$ cat src/rtl/aileron_rampa.sv
// ---------------------------------------------------------------------------
// aileron_rampa
// Slew-rate limiter for the aileron valve decoder. A pilot target angle is
// latched and the registered output angle walks toward it one unit at a time,
// one step every PASSO_CICLOS clocks. The decoder downstream never sees a
// jump larger than one unit, and a sign change always passes through zero.
//
// Parameters:
//   PASSO_CICLOS  clocks per one-unit step of angulo (>= 1)
//   ANG_MAX       saturation magnitude for the target and angulo
//
// Ports:
//   clk      in   system clock, rising edge
//   rst      in   asynchronous active-high reset
//   alvo     in   [3:0] requested target angle, signed
//   carrega  in   load strobe, samples alvo on the clock edge
//   centrar  in   emergency centering, forces target to 0, beats carrega
//   angulo   out  [3:0] current commanded angle, signed, registered
//   estavel  out  angulo has reached the latched target, no ramp running
//   ocupado  out  registered inverse of estavel
// ---------------------------------------------------------------------------
module aileron_rampa #(
    parameter int PASSO_CICLOS = 4,
    parameter int ANG_MAX      = 7
) (
    input  logic               clk,
    input  logic               rst,
    input  logic signed [3:0]  alvo,
    input  logic               carrega,
    input  logic               centrar,
    output logic signed [3:0]  angulo,
    output logic               estavel,
    output logic               ocupado
);

    // The step counter needs at least one bit even when a step happens on
    // every clock (PASSO_CICLOS = 1); in that case it simply stays at zero.
    localparam int CW = (PASSO_CICLOS > 1) ? $clog2(PASSO_CICLOS) : 1;
    localparam logic [CW-1:0]     ULTIMO = CW'(PASSO_CICLOS - 1);
    localparam logic signed [3:0] MAXV   = 4'(ANG_MAX);
    localparam logic signed [3:0] MINV   = -MAXV;

    typedef enum logic [1:0] {
        PARADO   = 2'd0,
        SUBINDO  = 2'd1,
        DESCENDO = 2'd2
    } estado_t;

    estado_t            estado, estadoNext;
    logic signed [3:0]  alvoReg, alvoNext;
    logic signed [3:0]  alvoClamp;
    logic signed [3:0]  anguloNext;
    logic signed [3:0]  anguloPasso;
    logic [CW-1:0]      contador, contadorNext;
    logic               estavelNext;

    // Direction of travel from a given angle toward a given target, using
    // signed comparison so that negative targets are handled correctly.
    function automatic estado_t direcao(input logic signed [3:0] t,
                                        input logic signed [3:0] a);
        if (t > a)
            return SUBINDO;
        else if (t < a)
            return DESCENDO;
        else
            return PARADO;
    endfunction

    // Saturate the incoming request to -ANG_MAX..+ANG_MAX. This also turns
    // the asymmetric two's complement value -8 into -ANG_MAX, so the ramp
    // is always symmetric around zero.
    always_comb begin
        alvoClamp = alvo;
        if (alvo > MAXV)
            alvoClamp = MAXV;
        else if (alvo < MINV)
            alvoClamp = MINV;
    end

    // Candidate angle if a step is taken this cycle: one unit toward the
    // target in the current direction of travel. Because the target is
    // always inside the legal range and we stop on arrival, this can never
    // leave the range or wrap.
    always_comb begin
        anguloPasso = angulo;
        if (estado == SUBINDO)
            anguloPasso = angulo + 4'sd1;
        else if (estado == DESCENDO)
            anguloPasso = angulo - 4'sd1;
    end

    // Next-state logic. A target update (centering or load) takes priority
    // over stepping: it restarts the step timing and re-evaluates direction
    // against the present angle without moving it, so a step that would have
    // landed on the same edge is dropped. Otherwise, while ramping, the
    // counter runs and every PASSO_CICLOS clocks the angle moves one unit;
    // the direction after the step is checked against the new angle so the
    // ramp stops exactly on the target. The settled flag is derived from the
    // next state so it changes on the same edge as the state itself.
    always_comb begin
        alvoNext     = alvoReg;
        anguloNext   = angulo;
        contadorNext = contador;
        estadoNext   = estado;

        if (centrar)
            alvoNext = 4'sd0;
        else if (carrega)
            alvoNext = alvoClamp;

        if (centrar || carrega) begin
            contadorNext = '0;
            estadoNext   = direcao(alvoNext, angulo);
        end else begin
            case (estado)
                SUBINDO, DESCENDO: begin
                    if (contador == ULTIMO) begin
                        anguloNext   = anguloPasso;
                        contadorNext = '0;
                        estadoNext   = direcao(alvoReg, anguloPasso);
                    end else begin
                        contadorNext = contador + CW'(1);
                    end
                end
                default: begin
                    contadorNext = '0;
                    estadoNext   = PARADO;
                end
            endcase
        end

        estavelNext = (estadoNext == PARADO);
    end

    // State register. Reset is asynchronous so a ramp in progress is
    // abandoned immediately: the angle snaps to centre and no pending step
    // can fire afterwards because the counter and state are cleared too.
    always_ff @(posedge clk or posedge rst) begin
        if (rst) begin
            estado   <= PARADO;
            alvoReg  <= 4'sd0;
            angulo   <= 4'sd0;
            contador <= '0;
            estavel  <= 1'b1;
            ocupado  <= 1'b0;
        end else begin
            estado   <= estadoNext;
            alvoReg  <= alvoNext;
            angulo   <= anguloNext;
            contador <= contadorNext;
            estavel  <= estavelNext;
            ocupado  <= ~estavelNext;
        end
    end

endmodule
$ cat config.mk
export PLATFORM = sky130hd
export DESIGN_NAME = aileron_rampa
export DESIGN_NICKNAME = d
export VERILOG_FILES = /design/src/rtl/aileron_rampa.sv
export SDC_FILE = /design/constraint.sdc
export NUM_CORES = 1
export LEC_CHECK = 0
export BUFFER_PORTS_ARGS = -buffer_cell sky130_fd_sc_hd__buf_2
export CORE_AREA = 2 2 52 42
export DETAILED_ROUTE_END_ITERATION = 12
export DIE_AREA = 0 0 54 44
export PLACE_DENSITY = 0.74
export SYNTH_ARGS = -nofsm -noshare
export SYNTH_HDL_FRONTEND = slang
export SYNTH_SLANG_ARGS = --single-unit
$ cat constraint.sdc
create_clock -name clk -period 2.8 [get_ports clk]
set_clock_uncertainty 0.1 [all_clocks]
set_input_delay 0.56 -clock clk [delete_from_list [all_inputs] [get_ports clk]]
set_output_delay 0.56 -clock clk [all_outputs]
set_load 0.01 [all_outputs]
* After elaboration in Yosys (flattened, before gate mapping)
Cells that the tools add are included.
Widths: inputs -> output; s select.
** Storage, ports and cells
- Register bits :: 14
- Output and inout bits :: 6
- Logic and storage cells :: 40
** Operators by class
- Add/subtract/negate cells :: 3
- Order comparisons :: 6
- Eq/ne operators :: 3
- Multiplexer cells :: 16
- Bitwise gates (word level) :: 2
- Reductions and logical operators :: 4
** Operator list (number)
- $mux 4 :: 6
- $mux 2 :: 10
- $gt 4x4->1 :: 2
- $lt 4x4->1 :: 2
- $add 4x2->4 const B :: 1
- $eq 2x2->1 const B :: 2
- $gt 4x4->1 const B :: 1
- $lt 4x4->1 const B :: 1
- $sub 4x2->4 const B :: 1
- $reduce_and 3->1 :: 1
- $add 2x1->2 const B :: 1
- $eq 2x1->1 const B :: 1
- $logic_not 2->1 :: 1
- $not 1->1 :: 2
- $reduce_or 2->1 :: 1
- $logic_or 1x1->1 :: 1

* Longest topological paths before layout
Gate-level depths: netlist of the first run.
- Depth in word-level cells :: 11
- Gate-level depth with buffers :: 11
- Depth with buffers taken out :: 11

* Least setup slack after synthesis of the first run
No wires, ideal clock.
- Path type :: input to register
- From :: in alvo[2]
- To :: reg ocupado
- Library setup time :: 139 ps
- Data arrival time :: 2558 ps
- Setup slack :: 3 ps
- Stages on the path :: 9
- Path buffers :: 0
- Cell sequence :: o31ai_1 -> ha_1 -> nand3b_1 -> a21oi_1 -> ha_1 -> a21oi_1 -> o21ai_2 -> a22o_1 -> or4_1
** Between the ends
- Cells in the longest elaborated chain, start to end :: 11
** Ends and longest elaborated chain
- start, declared :: RTL line 28 : input logic signed [3:0] alvo,
- $lt 4x4->1 :: RTL line 76 : else if (alvo < MINV)
- $mux 4 :: RTL line 76
- $mux 4 * :: RTL line 74 : if (alvo > MAXV)
- $mux 4 * :: RTL line 108 : else if (carrega)
- $mux 4 * :: RTL line 106 : if (centrar)
- named net alvoNext[1] :: RTL line 50 : logic signed [3:0] alvoReg, alvoNext;
- $lt 4x4->1 :: RTL line 63 : else if (t < a)
- $mux 2 :: RTL line 63
- $mux 2 * :: RTL line 61 : if (t > a)
- $mux 2 * :: RTL line 111 : if (centrar || carrega) begin
- $logic_not 2->1 * :: RTL line 132 : estavelNext = (estadoNext == PARADO);
- $not 1->1 * :: RTL line 152 : ocupado <= ~estavelNext;
- end signal, assigned :: RTL line 152
- end, declared :: RTL line 33 : output logic ocupado
The timed path passes the listed nets; every way through them passes the cells marked *.
A chain may end at the register's enable or synchronous reset.

* Final worst setup path of the first run
Same ends and word-level chain as after synthesis.

==> results of run 1 <==
final cells by class:
type / instances / area [um2] / share of cell area (%)
Tap cell: 24 / 30.03 / 2.561
Clock buffer: 4 / 36.28 / 3.095
Sequential cell: 14 / 351.6 / 29.99
Timing Repair Buffer: 22 / 132.6 / 11.31
Multi-Input combinational cell: 72 / 573.1 / 48.88
Inverter: 13 / 48.80 / 4.162
worst max path at each step:
stage                 start  endpoint  slack [ns]  depth (start not counted)
floorplan           alvo[2]   ocupado       0.003                          9
global placement    alvo[2]   ocupado       -0.17                         11
detailed placement  alvo[2]   ocupado       -0.25                         11
CTS                 alvo[2]   ocupado        0.04                         11
global route        alvo[2]   ocupado      -0.009                         10
finish              alvo[2]   ocupado         0.1                         10
worst max-delay path, stage by stage:
cell      delay (ns)
buf_2           0.11
o31ai_2         0.23
ha_1            0.29
nand3b_1        0.19
a21oi_2         0.16
ha_1            0.26
a21oi_1         0.17
o21ai_2         0.07
a22o_1          0.21
or4_1           0.51
cells by family (layout without fill, tap and decap cells):
logic type	count (synthesis)	in the layout	synth area share (%)
adder cells (fa/ha/maj)	14	14	18.06
multiplexers	2	2	2.194
flip-flops	14	14	36.26
buffers and inverters	14	39	6.194
XOR/XNOR	6	6	5.419
AO/OA/AOI/OAI	17	17	12.00
AND/OR/NAND/NOR	33	33	19.87
per-layer routing:
layer / vias to the layer above / GRT usage (%)
li1: 396 / -
met2: 10 / 32.20
met5: - / 0
met1: 387 / 26.72
met3: 2 / 5.172
met4: 0 / 6.500
stage by stage:
step	util (%)	area [um2]
2_1_floorplan	-	969.7
3_3_place_gp	58.86	1114
3_5_place_dp	58.86	1114
4_1_cts	60.78	1150
5_1_grt	61.97	1172
6_report	61.97	1172
sequential cells by signal, indices dropped and copies added (netlist names):
register and cells:
estavel 1, contador 2, angulo 4, estado 2, alvoReg 4, ocupado 1
cell usage after synthesis:
cell type / count / share of area [%]
a21o_1: 1 / 0.77
a21oi_1: 4 / 2.1
a221oi_1: 1 / 0.90
a22o_1: 1 / 0.90
a31oi_1: 1 / 0.65
a41oi_1: 2 / 1.8
and2_1: 1 / 0.65
buf_6: 1 / 1.2
dfrtp_1: 13 / 34
dfstp_2: 1 / 2.7
ha_1: 14 / 18
inv_1: 13 / 5.0
mux2_1: 1 / 1.2
mux2i_1: 1 / 1.0
nand2_1: 3 / 1.2
nand2_2: 1 / 0.65
nand2b_1: 4 / 2.6
nand3_1: 1 / 0.52
nand3b_1: 2 / 1.5
nand4_1: 1 / 0.65
nor2_1: 10 / 3.9
nor2_4: 1 / 1.2
nor2b_1: 3 / 1.9
nor3_2: 1 / 1.0
nor3b_1: 1 / 0.77
nor4_1: 1 / 0.65
nor4_2: 1 / 1.3
o21ai_0: 2 / 1.0
o21ai_1: 1 / 0.52
o21ai_2: 1 / 0.90
o21bai_1: 1 / 0.77
o31ai_1: 1 / 0.77
o41ai_1: 1 / 0.90
or3_1: 1 / 0.65
or4_1: 1 / 0.77
xnor2_1: 6 / 5.4
repair_timing:
item                       CTS  global route
setup buffers                0             1
gates resized for setup      0             5
setup endpoints to repair    0             2
where the power goes:
group	internal (mW)	leakage [nW]	switching, mW
logic	0.0618	0.375	0.0688
clock network	0.0791	0.0210	0.0722
registers	0.219	0.171	0.00968
total	0.360	0.567	0.151
==> summary.txt, run 1 <==
Synth
  • Synth unique cells: 36
  • Sequential cell area fraction in the yosys report: 36.26%
  • Syn Area/Cell: 9.697 um2
  • Post-Syn Instances: 100
  • Warnings, synthesis: 0
  • Syn_nets: 122
  • Cell area after synthesis: 969.7 um2
  • Register bit total from synthesis: 14

Cells and area
  • Cell Count, Final, Fillers Out: 149
  • Share of layout cells above drive strength 1: 28.80%
  • Synth-to-Final Area Change: 20.90%
  • Ant. Diodes: 0
  • Most frequent cells in the layout: 13 x inv_1, 13 x ha_1, 13 x dfrtp_1, 13 x buf_2, 10 x nor2_1
  • Nets: 148
  • Layout fillers: 168

Detailed routing
  • Post-Route WL: 2.079 mm
  • Via count: 795
  • Antenna Nets Post-Route: 0
  • Met3 wire length: 59 um
  • DRC: 0
  • M1 WL: 983 um
  • Vias per inst: 5.336
  • DR top layer: met4
  • Initial drt markers: 10
  • Routed length per instance: 13.95 um
  • Routed wl met2: 1.025 mm
  • Initial DRT Pass Iterations: 3

Floorplanning
  • Die area: 2376 um2
  • I/O Pins: 14
  • Chip Width: 54 um
  • Die Y-Extent: 44 um
  • # rows: 14
  • Core area: 1892 um2
  • Effective utilization at floorplan: 51.26%

Clock network
  • Cts hold-fix bufs: 0
  • Clock edge transition at the registers on the reported setup and hold paths: 0.10 ns
  • # H-tree levels: 1
  • Clock Tree Buf Depth: 2
  • Clock Tree Root: clkbuf_4
  • TritonCTS clock tree: done
  • Clk_lat worst skew: 0.29 ns
  • Clk sinks: 14
  • TritonCTS buffer count: 3

Power and ir drop
  • Worst IR Drop VDD: 337.2 uV
  • Pwr/cell area: 435.9 nW/um2
  • Tot Pwr: 511.0 uW
  • Leak Pwr: 0.5675 nW

Run
  • Maximum capacitance violations: 0

STA
  • Post-route setup TNS: 0 ns
  • Pins Over Slew Limit: 0
  • Hold Vio Cnt, Final: 0
  • Max transition margin: 62.92%
  • Final Cycle Share: 96.51%
  • Setup ws final: 0.09776 ns
  • Hold Slack: 0.2040 ns
  • Min Tclk post-route: 2.702 ns
  • Pin slew with the least headroom to its limit: 0.5557 ns
  • Fmax: 370.1 MHz
  • Final setup vio count: 0

Hold path
  • Hold Path Class: input pin to asynchronous set/reset pin

Placement
  • # placed instances: 144
  • Pre-CTS setup slack: -0.2521 ns
  • RePlAce Congestion: 0.8718
  • Port Buffers: 13
  • Hpwl dp: 1.651 mm

Worst setup path
  • Crit Reg-Reg Endpoint: ocupado
  • Crit Path Max Fanout: 3
  • Kind of critical path: input pin to register
  • Critical path arrival: 2.76 ns
  • Crit Reg-Reg Startpoint: estado[1]
  • R2R cell count: 9
  • Startpoint types: input pin
  • CP endpoint kind: register
  • Worst endpoint required time: 2.86 ns
  • Register-to-register setup slack: 0.18 ns

GRT
  • Total grt overflow: 0
  • First-pass GRT wire length: 3.408 mm
  • Initial antenna violation count: 0
  • GRT Overall Usage: 20.20%
  • Largest net degree at the start of global routing: 15
  • Vias in the first global route: 777

Outcome
  • Outcome: finished clean
No activity file was read; power rests on OpenSTA's default activity.
==> inputs of run 2 (changes only) <==
--- a/config.mk
+++ b/config.mk
@@ -10,6 +10,7 @@
 export DETAILED_ROUTE_END_ITERATION = 12
 export DIE_AREA = 0 0 54 44
 export PLACE_DENSITY = 0.74
+export RECOVER_POWER = 50
 export SYNTH_ARGS = -nofsm -noshare
 export SYNTH_HDL_FRONTEND = slang
 export SYNTH_SLANG_ARGS = --single-unit
==> constraint.sdc (replaced) <==
create_clock -name clk -period 2.8 [get_ports clk]
set_clock_uncertainty 0.1 [all_clocks]
set_input_delay 0.42 -clock clk [delete_from_list [all_inputs] [get_ports clk]]
set_output_delay 0.42 -clock clk [all_outputs]
set_load 0.01 [all_outputs]
==> run 2 against run 1 <==
  * Wire length down 3.4%
  * Sequential share of layout area up 1.1 points
  * Combinational power down 5%
  * Register-to-register slack about the same
  * Clock power down 18%
  * Clock-buffer cell count unchanged
  * Critical path depth unchanged
  * Critical endpoint unchanged
  * Highest routed layer unchanged
  * Core utilization down 2.2 points
  * Design area down 3.6%
  * First-iteration DRC count rose to 3.1 times the previous value
  * Via count down 2.0%
  * Sequential power about the same
==> summary.txt, run 2 (synthesis results as in run 1) <==
STA
  • Pin slew with the least headroom to its limit: 0.5536 ns
  • Fmax: 383.6 MHz
  • Final setup vio count: 0
  • Final Cycle Share: 93.11%
  • Setup ws final: 0.1929 ns
  • RSZ-0062 raised after global routing: false
  • Hold Slack: 0.05686 ns
  • Min Tclk post-route: 2.607 ns
  • Hold Vio Cnt, Final: 0
  • Post-route setup TNS: 0 ns
  • Max transition margin: 63.05%
  • Pins Over Slew Limit: 0

Cells and area
  • Seq. cell area: 351.6 um2
  • Share of layout cells above drive strength 1: 22.13%
  • Most frequent cells in the layout: 14 x ha_1, 13 x inv_1, 13 x dfrtp_1
  • Top flop regs: alvoReg (4), angulo (4)
  • Synth-to-Final Area Change: 16.52%
  • Ant. Diodes: 0
  • Multi-input gate area: 565.5 um2
  • Nets: 145
  • Commonest non-fill, non-tap cell in the layout: ha_1
  • Layout fillers: 168
  • Cell Count, Final, Fillers Out: 146

Worst setup path
  • Worst endpoint required time: 2.87 ns
  • Startpoint types: input pin
  • R2R cell count: 9
  • Critical path arrival: 2.68 ns
  • CP endpoint kind: register
  • Crit Path Max Fanout: 3
  • Kind of critical path: input pin to register

Clock network
  • Cts hold-fix bufs: 0
  • Clk_lat worst skew: 0.29 ns
  • Clock Tree Root: clkbuf_4
  • # H-tree levels: 1
  • Clock edge transition at the registers on the reported setup and hold paths: 0.10 ns
  • TritonCTS clock tree: done
  • Clock Tree Buf Depth: 2
  • TritonCTS buffer count: 3
  • Clk sinks: 14

Power and ir drop
  • Leak Pwr: 0.5484 nW
  • Internal power: 332.4 uW
  • Switch share: 30.49%
  • Worst IR Drop VDD: 410.9 uV
  • Logic pwr share: 26.2%
  • P_sw: 145.8 uW
  • Pwr/cell area: 423.2 nW/um2
  • Seq pwr share: 47.8%
  • Tot Pwr: 478.2 uW
  • Clk pwr share: 25.9%

Floorplanning
  • Die Y-Extent: 44 um
  • # rows: 14
  • Chip Width: 54 um
  • Effective utilization at floorplan: 51.26%
  • Core area: 1892 um2
  • Die area: 2376 um2
  • I/O Pins: 14

Detailed routing
  • Routed length per instance: 13.75 um
  • Post-Route WL: 2.008 mm
  • Initial drt markers: 31
  • Initial DRT Pass Iterations: 4
  • Vias per inst: 5.336
  • Via count: 779
  • Antenna Nets Post-Route: 0
  • DRC: 0

Placement
  • # placed instances: 142
  • RePlAce Congestion: 0.8743
  • Hpwl dp: 1.566 mm
  • Port Buffers: 13
  • Pre-CTS setup slack: -0.08847 ns

GRT
  • Vias in the first global route: 745
  • GRT Overall Usage: 20.21%
  • Initial antenna violation count: 0
  • First-pass GRT wire length: 3.346 mm
  • Largest net degree at the start of global routing: 15
  • Total grt overflow: 0

Hold path
  • Hold Path Class: input pin to asynchronous set/reset pin

Run
  • Maximum capacitance violations: 0

Outcome
  • Outcome: finished clean
run 2: stage by stage:
stage | utilization [%] | instance area, um2
final | 59.72 | 1130
after global routing | 59.72 | 1130
after CTS | 59.46 | 1125
after detailed placement | 58.07 | 1099
after global placement | 58.07 | 1099
after floorplan | - | 969.7
run 2: final timing paths:
kind	end	startpoint	slack [ns]
min	angulo[0]	rst	0.06
max in group asynchronous	estavel	rst	2.15
max reg2reg	ocupado	estado[1]	0.19
max	ocupado	alvo[2]	0.19
min in group clk	contador[0]	contador[0]	0.33
min reg2reg	contador[0]	contador[0]	0.33
run 2: final cells by class:
cell class,count,share of cell area [%]
inverter,13,4.319
tap,24,2.658
timing repair buffer,19,9.524
multi-input combinational,72,50.06
sequential,14,31.12
clock buffer,4,2.326
run 2: power groups by stage:
stage / Sequential, mW / Combinational [mW] / Clock (mW)
floorplan: 0.234 / 0.0827 / 0
global placement: 0.232 / 0.120 / 0
detailed placement: 0.232 / 0.125 / 0
CTS: 0.228 / 0.127 / 0.128
global route: 0.231 / 0.141 / 0.137
finish: 0.229 / 0.125 / 0.124
run 2: layer usage:
layer / vias to the layer above / part of all wire (%) / track usage (%)
met5: - / 0 / 0
met1: 377 / 49 / 26.57
met2: 9 / 47 / 31.95
met3: 4 / 3.3 / 7.241
met4: 0 / 0.80 / 4.500
li1: 389 / - / -
run 2: repair_timing:
item                       CTS  global route
gates resized for setup      0             1
buffers inserted             0             0
setup endpoints to repair    0             1
run 2: worst max-delay path: stages:
cell and delay [ns]:
clkbuf_1 0.09, o31ai_1 0.25, ha_1 0.29, nand3b_1 0.16, a21oi_1 0.19, ha_1 0.27
a21oi_1 0.18, o21ai_2 0.08, a22o_1 0.22, or4_1 0.52
==> inputs of run 3 (changes only) <==
--- a/config.mk
+++ b/config.mk
@@ -6,10 +6,10 @@
 export NUM_CORES = 1
 export LEC_CHECK = 0
 export BUFFER_PORTS_ARGS = -buffer_cell sky130_fd_sc_hd__buf_2
-export CORE_AREA = 2 2 52 42
+export CORE_AREA = 2 2 44 46
 export DETAILED_ROUTE_END_ITERATION = 12
-export DIE_AREA = 0 0 54 44
-export PLACE_DENSITY = 0.74
+export DIE_AREA = 0 0 46 48
+export PLACE_DENSITY = 0.79
 export RECOVER_POWER = 50
 export SYNTH_ARGS = -nofsm -noshare
 export SYNTH_HDL_FRONTEND = slang
==> constraint.sdc (replaced) <==
create_clock -name clk -period 3.16 [get_ports clk]
set_clock_uncertainty 0.1 [all_clocks]
set_input_delay 0.474 -clock clk [delete_from_list [all_inputs] [get_ports clk]]
set_output_delay 0.474 -clock clk [all_outputs]
set_load 0.01 [all_outputs]
==> run 3 against run 2 <==
  * Register-to-register slack better by 0.095 ns
  * Via count decreased by 1.0%
  * Core utilization up 3.9 points
  * Total power shrank 8.6%
  * Sequential power decreased by 12%
  * Highest routed layer unchanged
  * Critical path depth fell by 3
  * Clock power increased by 7%
  * Flip-flop and latch count is the same
  * Sequential share of layout area increased by 1.6 points
  * Design area is 4.9% lower
==> summary.txt, run 3 (synthesis results as in run 1) <==
GRT
  • Largest net degree at the start of global routing: 15
  • Total grt overflow: 0
  • Vias in the first global route: 740
  • GRT Overall Usage: 21.64%
  • First-pass GRT wire length: 3.201 mm
  • Initial antenna violation count: 0

Floorplanning
  • # rows: 15
  • I/O Pins: 14
  • Core area: 1689 um2
  • Chip Width: 46 um
  • Effective utilization at floorplan: 57.41%
  • Die Y-Extent: 48 um
  • Die area: 2208 um2

Cells and area
  • Cell Count, Final, Fillers Out: 133
  • Ant. Diodes: 0
  • Final Instance Area: 1075 um2
  • Top flop regs: alvoReg (4), angulo (4)
  • Synth-to-Final Area Change: 10.84%
  • Nets: 139
  • Commonest non-fill, non-tap cell in the layout: ha_1
  • Post-layout util: 63.63%
  • Most frequent cells in the layout: 14 x ha_1, 13 x inv_1, 13 x dfrtp_1
  • Share of layout cells above drive strength 1: 18.10%

Placement
  • Cell Area, Placed: 1045 um2
  • Port Buffers: 13
  • Pre-CTS setup slack: 0.09895 ns
  • # placed instances: 129
  • Hpwl dp: 1.603 mm
  • RePlAce Congestion: 0.8624

Worst setup path
  • Worst endpoint required time: 3.22 ns
  • Kind of critical path: register to register
  • CP endpoint kind: register
  • Startpoint types: register
  • Crit Path Max Fanout: 5
  • Critical path arrival: 2.94 ns

Clock network
  • TritonCTS buffer count: 3
  • # H-tree levels: 1
  • Clk sinks: 14
  • Clock Tree Buf Depth: 2
  • Clock Tree Root: clkbuf_4
  • CTS resizes: 0
  • Clock edge transition at the registers on the reported setup and hold paths: 0.09 ns
  • Post-CTS setup buffer count: 0
  • Clk_lat worst skew: 0.29 ns
  • TritonCTS clock tree: done
  • Cts hold-fix bufs: 0

Power and ir drop
  • Pwr/cell area: 406.6 nW/um2
  • Tot Pwr: 437.0 uW
  • Worst IR Drop VDD: 277.6 uV
  • Leak Pwr: 0.5200 nW

Detailed routing
  • DRC: 0
  • Post-Route WL: 1.965 mm
  • Routed length per instance: 14.77 um
  • Initial DRT Pass Iterations: 4
  • Antenna Nets Post-Route: 0
  • Via count: 771
  • Vias per inst: 5.797
  • Initial drt markers: 14

Outcome
  • Outcome: finished clean

STA
  • Fmax: 348.2 MHz
  • Pins Over Slew Limit: 0
  • Hold Vio Cnt, Final: 0
  • Min Tclk post-route: 2.872 ns
  • Final Cycle Share: 90.88%
  • Pin slew with the least headroom to its limit: 0.7102 ns
  • Final setup vio count: 0
  • Max transition margin: 52.04%
  • RSZ-0062 raised after global routing: false
  • Hold Slack: 0.1155 ns
  • Post-route setup TNS: 0 ns
  • Setup ws final: 0.2881 ns

Hold path
  • Hold Path Class: input pin to asynchronous set/reset pin

Run
  • Maximum capacitance violations: 0
==> run 3: cell count changes in the layout (fill, tap and decap cells not counted), sizes merged <==
cell	delta
buf	-5
clkbuf	-1
==> run 3: worst max-delay path: stages (launching register included) <==
cell and delay (ns):
dfrtp_1 0.41, ha_1 0.26, nand2b_1 0.19, o41ai_1 0.60, xnor2_1 0.14, ha_1 0.35, a41oi_1 0.17, or4_1 0.52
==> run 3: cell type report <==
| cell class | instances | area, um2 |
|---|---|---|
| clock buffers | 4 | 36.28 |
| well taps | 17 | 21.27 |
| inverters | 13 | 48.80 |
| flip-flops and latches | 14 | 351.6 |
| repair buffers | 13 | 63.81 |
| fillers | 153 | 614.3 |
| multi-input cells | 72 | 553.0 |
==> run 3: final timing paths <==
path	slack, ns	to	start	cells after the start
worst min register to register	0.34	contador[0]	contador[0]	1
max in group asynchronous	2.48	estavel	rst	2
worst max register to register	0.29	ocupado	estado[0]	7
min in group clk	0.34	contador[0]	contador[0]	1
worst min-delay path	0.12	angulo[3]	rst	2
worst max-delay path	0.29	ocupado	estado[0]	7
==> run 3: report_power, final <==
part	internal [mW]	switching, mW	total [mW]
logic	0.0441	0.0574	0.101
registers	0.194	0.00786	0.202
clock network	0.0702	0.0630	0.133
total	0.309	0.128	0.437
==> run 3: routing by layer <==
metal,vias to the layer above,routed length [um],global-route usage (%)
met5,-,0,0
met4,0,31,12.00
met3,4,71,4.528
met2,13,1006,34.72
met1,373,855,27.15
li1,381,-,-
